--- src/rtl/lsu_mem_port.sv ---
// Load/store unit memory port: turns one decoded load/store into a single-beat
// data-bus transaction with lane steering, alignment check, load extension and timeout.
module lsu_mem_port #(
    parameter int unsigned TIMEOUT = 64
) (
    input  logic        clk,
    input  logic        rst_n,
    input  logic        mem_read_i,
    input  logic        mem_write_i,
    input  logic [2:0]  func3_i,
    input  logic [31:0] addr_i,
    input  logic [31:0] wdata_i,
    output logic [31:0] rdata_o,
    output logic        stall_o,
    output logic        done_o,
    output logic        misalign_o,
    output logic        bus_err_o,
    output logic        bus_req_o,
    output logic        bus_we_o,
    output logic [31:0] bus_addr_o,
    output logic [3:0]  bus_be_o,
    output logic [31:0] bus_wdata_o,
    input  logic        bus_gnt_i,
    input  logic        bus_rvalid_i,
    input  logic [31:0] bus_rdata_i,
    input  logic        bus_err_i
);

    localparam int unsigned CNT_W = 8;
    localparam logic [CNT_W-1:0] CNT_LAST = CNT_W'(TIMEOUT - 1);

    typedef enum logic [1:0] {
        S_IDLE = 2'd0,
        S_REQ  = 2'd1,
        S_RESP = 2'd2,
        S_DONE = 2'd3
    } state_t;

    state_t            state_q, state_d;
    logic [CNT_W-1:0]  cnt_q, cnt_d;
    logic              err_q, err_d;
    logic [31:0]       addr_q;
    logic              we_q;
    logic [3:0]        be_q;
    logic [31:0]       wdata_q;
    logic [2:0]        func3_q;
    logic [31:0]       rdata_q;

    logic              req_any, req_both, illegal, unaligned;
    logic [3:0]        be_c;
    logic [31:0]       wdata_c;
    logic              latch_en, load_en;

    // Extract and extend the addressed lane of a read word
    function automatic logic [31:0] fmt_load(input logic [2:0] f3, input logic [1:0] off,
                                             input logic [31:0] d);
        logic [31:0] shifted;
        logic [7:0]  b;
        logic [15:0] h;
        shifted = d >> {off, 3'b000};
        b = shifted[7:0];
        h = off[1] ? d[31:16] : d[15:0];
        case (f3)
            3'b000:  fmt_load = {{24{b[7]}}, b};
            3'b100:  fmt_load = {24'd0, b};
            3'b001:  fmt_load = {{16{h[15]}}, h};
            3'b101:  fmt_load = {16'd0, h};
            default: fmt_load = d;
        endcase
    endfunction

    // Request decode, legality/alignment checks and store lane steering
    always_comb begin
        req_any  = mem_read_i | mem_write_i;
        req_both = mem_read_i & mem_write_i;
        if (mem_write_i) begin
            illegal = func3_i[2] | (func3_i[1:0] == 2'b11);
        end else begin
            illegal = (func3_i[1:0] == 2'b11) | (func3_i[2] & func3_i[1]);
        end
        case (func3_i[1:0])
            2'b01:   unaligned = addr_i[0];
            2'b10:   unaligned = (addr_i[1:0] != 2'b00);
            default: unaligned = 1'b0;
        endcase
        case (func3_i[1:0])
            2'b00: begin
                be_c    = 4'b0001 << addr_i[1:0];
                wdata_c = {4{wdata_i[7:0]}};
            end
            2'b01: begin
                be_c    = addr_i[1] ? 4'b1100 : 4'b0011;
                wdata_c = {2{wdata_i[15:0]}};
            end
            default: begin
                be_c    = 4'hF;
                wdata_c = wdata_i;
            end
        endcase
    end

    // Next-state and handshake outputs
    always_comb begin
        state_d    = state_q;
        cnt_d      = cnt_q;
        err_d      = err_q;
        stall_o    = 1'b0;
        done_o     = 1'b0;
        misalign_o = 1'b0;
        bus_err_o  = 1'b0;
        bus_req_o  = 1'b0;
        latch_en   = 1'b0;
        load_en    = 1'b0;
        case (state_q)
            S_IDLE: begin
                if (req_both) begin
                    done_o    = 1'b1;
                    bus_err_o = 1'b1;
                end else if (req_any && (illegal || unaligned)) begin
                    done_o     = 1'b1;
                    misalign_o = 1'b1;
                end else if (req_any) begin
                    stall_o  = 1'b1;
                    latch_en = 1'b1;
                    cnt_d    = '0;
                    err_d    = 1'b0;
                    state_d  = S_REQ;
                end
            end
            S_REQ: begin
                stall_o   = 1'b1;
                bus_req_o = 1'b1;
                if (bus_gnt_i) begin
                    if (we_q) begin
                        err_d   = bus_err_i;
                        state_d = S_DONE;
                    end else begin
                        cnt_d   = '0;
                        state_d = S_RESP;
                    end
                end else if (cnt_q == CNT_LAST) begin
                    err_d   = 1'b1;
                    state_d = S_DONE;
                end else begin
                    cnt_d = cnt_q + CNT_W'(1);
                end
            end
            S_RESP: begin
                stall_o = 1'b1;
                if (bus_rvalid_i) begin
                    err_d   = bus_err_i;
                    load_en = ~bus_err_i;
                    state_d = S_DONE;
                end else if (cnt_q == CNT_LAST) begin
                    err_d   = 1'b1;
                    state_d = S_DONE;
                end else begin
                    cnt_d = cnt_q + CNT_W'(1);
                end
            end
            S_DONE: begin
                done_o    = 1'b1;
                bus_err_o = err_q;
                state_d   = S_IDLE;
            end
            default: state_d = S_IDLE;
        endcase
    end

    // State, timeout counter and transaction registers
    always_ff @(posedge clk or negedge rst_n) begin
        if (!rst_n) begin
            state_q <= S_IDLE;
            cnt_q   <= '0;
            err_q   <= 1'b0;
            addr_q  <= '0;
            we_q    <= 1'b0;
            be_q    <= '0;
            wdata_q <= '0;
            func3_q <= '0;
            rdata_q <= '0;
        end else begin
            state_q <= state_d;
            cnt_q   <= cnt_d;
            err_q   <= err_d;
            if (latch_en) begin
                addr_q  <= addr_i;
                we_q    <= mem_write_i;
                be_q    <= be_c;
                wdata_q <= wdata_c;
                func3_q <= func3_i;
            end
            if (load_en) begin
                rdata_q <= fmt_load(func3_q, addr_q[1:0], bus_rdata_i);
            end
        end
    end

    assign rdata_o     = rdata_q;
    assign bus_we_o    = we_q;
    assign bus_addr_o  = {addr_q[31:2], 2'b00};
    assign bus_be_o    = be_q;
    assign bus_wdata_o = wdata_q;

endmodule

--- config.mk ---
export PLATFORM = sky130hd
export DESIGN_NAME = lsu_mem_port
export DESIGN_NICKNAME = d
export VERILOG_FILES = /design/src/rtl/lsu_mem_port.sv
export SDC_FILE = /design/constraint.sdc
export NUM_CORES = 1
export LEC_CHECK = 0
export BUFFER_PORTS_ARGS = -buffer_cell sky130_fd_sc_hd__buf_2
export CORE_MARGIN = 5
export CORE_UTILIZATION = 44
export DETAILED_ROUTE_END_ITERATION = 8
export PLACE_DENSITY = 0.8
export SLEW_MARGIN = 0
export SYNTH_ARGS = -nofsm -noshare
export SYNTH_HDL_FRONTEND = slang
export SYNTH_SLANG_ARGS = --single-unit
--- constraint.sdc ---
create_clock -name clk -period 3.5 [get_ports clk]
set_input_delay 0.35 -clock clk [delete_from_list [all_inputs] [get_ports clk]]
set_output_delay 0.35 -clock clk [all_outputs]
set_load 0.05 [all_outputs]
; After elaboration in Yosys (flattened, before gate mapping)
; Index checks and enable logic that the tools add are counted.
[word_totals]
ff_bits = 115
out_inout_bits = 106
word_cells = 91
[classes]
add_sub_neg = 1
n_eq_ne = 16
shift = 2
mux = 46
bitwise = 6
n_reduce_logical = 11
[ops]
columns = op, count
row1 = 32-bit one-hot mux with 4 select lines, 1
row2 = 32-bit one-hot mux with 2 select lines, 1
row3 = 8-bit 2-to-1 mux, 7
row4 = 32-bit by 5-bit right shift with 8-bit output, 1
row5 = 8-bit one-hot mux with 3 select lines, 1
row6 = 1-bit 2-to-1 mux, 21
row7 = 16-bit 2-to-1 mux, 1
row8 = 2-bit 2-to-1 mux, 6
row9 = "8-bit by 1-bit adder with 8-bit output, second input constant", 1
row10 = "2-bit == test, second input constant", 4
row11 = "8-bit by 6-bit == test with 1-bit output, second input constant", 1
row12 = "2-bit inequality test, second input constant", 4
row13 = 1-bit one-hot mux with 2 select lines, 4
row14 = 2-bit one-hot mux with 4 select lines, 1
row15 = 4-bit one-hot mux with 2 select lines, 1
row16 = "3-bit == test, second input constant", 2
row17 = "3-bit inequality test, second input constant", 2
row18 = 6-bit AND reduction, 1
row19 = 5-bit AND reduction, 1
row20 = "2-bit by 1-bit == test with 1-bit output, second input constant", 2
row21 = 2-bit zero test, 2
row22 = 4-bit 2-to-1 mux, 1
row23 = "1-bit by 2-bit left shift with 4-bit output, first input constant", 1
row24 = "3-bit by 1-bit == test with 1-bit output, second input constant", 1
row25 = other kinds (11), 14

; Depth between registers and ports, before layout
[logic_depth]
ltp_word = 8
ltp_mapped = 9

; Worst setup path before layout
; OpenSTA, ideal clock, no wires.
[synth_path]
kind = input to output
start = input func3_i[1]
end = output stall_o
arrival_ns = 2.169
t_required_ns = 3.150
slack_ns = 0.981
stages = 9
n_path_buf = 2
cell_sequence = inv_1 > ha_1 > o211ai_1 > nand4_1 > nor2_2 > buf_4 > buf_2 > nor2_1 > nor2_1
[synth_between]
elab_chain_len = 8
word_cells_on_any_way = 13
cone_classes = eq/ne: 3 / mux: 5 / bitwise: 3 / reduce/logical: 2
[synth_lines]
columns = item, line
row1 = start: declaration, 10  ; input logic [2:0] func3_i,
row2 = 2-bit == test or 1-bit bitwise AND (tied branches), "77, 79"
row3 = 1-bit OR (on tied branches), "79, 77"
row4 = 1-bit 2-to-1 mux, 76  ; if (mem_write_i) begin
row5 = 1-bit logical OR *, 119  ; end else if (req_any && (illegal || unaligned)) begin
row6 = 1-bit logical AND *, 119
row7 = 1-bit 2-to-1 mux *, 119
row8 = 1-bit 2-to-1 mux *, 116  ; if (req_both) begin
row9 = 1-bit one-hot mux with 2 select lines *, 114  ; case (state_q)
row10 = end: declaration, 14  ; output logic stall_o,
; Mark *: on every way between the ends. The rest lies on a longest branch, timed or not.

; Worst setup path in the final report
[layout_path]
start = register state_q[1]
end = output done_o
[layout_between]
elab_chain_len = 2
word_cells_on_any_way = 3
cone_classes = eq/ne: 1 / mux: 1 / reduce/logical: 1
[layout_lines]
columns = item, line
row1 = start: declaration, 39  ; state_t state_q, state_d;
row2 = start signal: assignment, 183  ; state_q <= state_d;
row3 = 2-bit == test or 2-bit zero test (tied branches), 114
row4 = 1-bit one-hot mux with 2 select lines *, 114
row5 = end: declaration, 15  ; output logic done_o,
; Marks and branches as above.

==> flow_metrics.tcl <==
set metrics [dict create \
    worst_ep_arrival_ps 2250 \
    clock_period_minus_worst_slack_ps 2600 \
    synthesis.area_um2 5830 \
    category_of_cells_accounting_for_the_largest_share_of_critical_path_delay "compound AO/OA/AOI/OAI gates" \
    routabilityCongestion 0.836 \
    fmaxAchievable_mhz 384 \
    slowest_stage "sky130_fd_sc_hd__dfrtp_1" \
    layout.nets 860 \
    power_density_nw_per_um2 1140 \
    final_hold_viol_count 0 \
    path_max_fanout 9 \
    floorplan.die_area_um2 15600 \
    numCtsBuffers 17 \
    cpPeakStageDelay_ps 410 \
    yosysWarnings 0 \
    timing.critical_path.cells "inv_1, ha_1, o21ai_0, a41oi_1, a311oi_1, nor2_1, buf_2" \
    detail_route.wirelength_um 14800 \
    initial_utilization_pct 44.3 \
    setup_viol_count_final 0 \
    yosysTopAreaCellShare_pct 49.4 \
    synthesis.area_per_instance_um2 10.1 \
    status "completed" \
    routed_wire_length_per_instance_um 15.9 \
    worstSkewPairLatency_ps 410 \
    worst_slew_pin_slew_ps 912 \
    synth_top_family_by_area "compound AO/OA/AOI/OAI gates" \
    antenna_cells_inserted 0 \
    hold_removal_path_class "primary input to register" \
    drt_iter0_drc 261 \
    finalCritPeriodShare_pct 74.3 \
    synth_enable_flop_cells 0 \
    cts_buffer_depth 2 \
    critical_path.reg2reg.startpoint "state_q[0]$_DFFE_PN0P_" \
    yosys_register_bits 115 \
    synth_sequential_area_ratio_pct 49.4 \
    detail_route.vias_per_cell 5.32 \
    synth.mux.area_fraction_pct 11.6 \
    core_area_um2 13100 \
    synth-xor-area-share_pct 0.150 \
    ir_worst_vdd_uv 664 \
    yosys.area_share.simple_pct 11.1 \
    post_cts.repair.setup_buffers 0 \
    grt_setup_unrepaired "false" \
    pre_cts_slack_ps 1010 \
    timing.critical_path.required_ps 3150 \
    worst_slack_ps 898 \
    startpoint_type "register" \
    die_x_um 125 \
    grt_antenna_before_repair 0 \
    clkSinkCount 115 \
    clock_tree.root_cell "sky130_fd_sc_hd__clkbuf_16" \
    grt_util_all_layers_pct 18.8 \
    dr_total_vias 4944 \
    clk_pin_slew_worst_paths_ps 50 \
    drv.max_cap_violation_count 0 \
    htreeDepth 4 \
    synth_top_cell_by_area "sky130_fd_sc_hd__dfrtp_1" \
    worst_hold_startpoint "addr_i[25]" \
    cell_count_final_fillers_out 930 \
    path_buf_inv 2 \
    post-dp-hpwl_um 10900 \
    number_of_instances_resized_during_post_cts_repair 0 \
    drt_pre_antenna_iters 4 \
    fin_tns_setup_ps 0 \
    timing.slew.headroom_pct 39.2 \
    fp.dieH_um 125 \
    syn_inst 576 \
    post_route_cells_drive_above_1_share_pct 40.7 \
    cts-hold-fix-buffers 1 \
    place.port_buffers 209 \
    synth.distinct_cells 50 \
    floorplan.io_pins 212 \
    startpoint_of_the_worst_setup_timing_path "state_q[1]$_DFFE_PN0P_" \
    synth_cell_count_leaders "115 x sky130_fd_sc_hd__dfrtp_1, 80 x sky130_fd_sc_hd__nand2_1, 51 x sky130_fd_sc_hd__mux2_2" \
    grt_overflow_total 0 \
    total_leakage_power_nw 3.51 \
    synth-compound-area-share_pct 17.4 \
    filler_cell_count 1169 \
    placementRows 42 \
    first_global_vias 4881 \
    synth-main-ff-cell "sky130_fd_sc_hd__dfrtp_1" \
    critical_path_class "register to output pin" \
    synthTopCellsByArea "sky130_fd_sc_hd__dfrtp_1 49%, sky130_fd_sc_hd__mux2_2 9.9%, sky130_fd_sc_hd__nand2_1 5.2%, sky130_fd_sc_hd__buf_4 4.4%, sky130_fd_sc_hd__a21oi_1 3.1%" \
    synth_adder_area_share_pct 2.15 \
    number_of_pins_with_negative_max_slew_slack_in_the_final_report 0 \
    route.detailed.drc 0 \
    grt_max_degree 96 \
    flow.area_growth_from_synthesis_pct 25.5 \
    tritoncts "done" \
    drt.antenna.violating_nets 0 \
    yosysMostFrequentCell "sky130_fd_sc_hd__dfrtp_1" \
    dp.cells 900 \
    grt_pass1_wl_um 24000 \
    finalClockSkew_ps 9.29 \
    critPathCaptureType "output pin" \
    synth-async-reset-ratio_pct 100 \
]
[kinds of logic (layout without fill, tap and decap cells)]
logic type	after synthesis	count (layout)
flops	115	115
buf+inv	82	259
compound gates	152	152
fa+ha+maj	10	10
xor+xnor	1	1
simple gates	155	155
mux	60	60
other cells	1	2
[metal layers]
layer	routed length (µm)	GRT usage (%)
met5	0	0
met1	6210	23.3
met4	479	8.67
met2	6910	30.0
met3	1220	6.23
[cell usage in the layout (no fill, tap or decap), types with 5 or more instances in the layout]
master / n
sky130_fd_sc_hd__ha_1: 10
sky130_fd_sc_hd__o21ai_0: 23
sky130_fd_sc_hd__clkbuf_16: 17
sky130_fd_sc_hd__mux2i_1: 8
sky130_fd_sc_hd__a22oi_1: 17
sky130_fd_sc_hd__buf_2: 208
sky130_fd_sc_hd__mux2_2: 51
sky130_fd_sc_hd__dfrtp_1: 115
sky130_fd_sc_hd__nand2_1: 80
sky130_fd_sc_hd__and3_1: 5
sky130_fd_sc_hd__a21oi_1: 36
sky130_fd_sc_hd__o22ai_1: 9
sky130_fd_sc_hd__a31oi_1: 19
sky130_fd_sc_hd__buf_4: 5
sky130_fd_sc_hd__nor3_1: 7
sky130_fd_sc_hd__o211ai_1: 17
sky130_fd_sc_hd__nor2_1: 47
sky130_fd_sc_hd__inv_1: 14
sky130_fd_sc_hd__o31ai_1: 7
[worst paths after layout]
| kind | to | slack (ps) | cells after the start |
|---|---|---|---|
| min reg2reg | rdata_o[11]$_DFFE_PN0P_ | 480 | 2 |
| max in group asynchronous | bus_wdata_o[19]$_DFFE_PN0P_ | 2210 | 3 |
| max reg2reg | cnt_q[6]$_DFFE_PN0P_ | 1000 | 7 |
| min in group asynchronous | rdata_o[26]$_DFFE_PN0P_ | 520 | 2 |
| max | done_o | 900 | 7 |
| min | addr_q[25]$_DFFE_PN0P_ | 170 | 2 |
[layout make-up]
type	instances	area, µm²	area share [%]
sequential	115	2880	39.4
multi-input combinational	380	2490	34.0
timing repair buffer	216	1130	15.4
clock buffer	24	492	6.72
tap	176	220	3.01
clock inverter	5	52.6	0.719
inverter	14	52.6	0.719
[registers in the layout, summed over array words and instances (netlist names)]
register and flops:
func3_q 3, bus_we_o 1, bus_be_o 4, cnt_q 8, state_q 2, rdata_o 32, bus_wdata_o 32, err_q 1
addr_q 32
[worst reg2reg max path: cells and delay by family (launching register included)]
kind	cells	cell delay, ps
compound gates	4	1400
fa+ha+maj	1	290
buf+inv	1	90
flops	1	430
simple gates	1	200
[per-stage QoR]
step / hold WS (ps) / area (µm²) / utilization (%) / total power [mW]
2_1_floorplan: 54.4 / 5830 / - / 5.98
3_3_place_gp: 420 / 6760 / 51.4 / 6.66
3_5_place_dp: 418 / 6760 / 51.4 / 6.75
4_1_cts: 153 / 7310 / 55.7 / 8.38
5_1_grt: 162 / 7310 / 55.7 / 8.76
6_report: 174 / 7310 / 55.7 / 8.31
[report_power, final]
| part | switching [mW] | internal [mW] |
|---|---|---|
| clock | 0.556 | 1.03 |
| sequential | 0.411 | 1.94 |
| combinational | 3.21 | 1.15 |
| total | 4.18 | 4.13 |
Power figures use the tool's default switching activity.
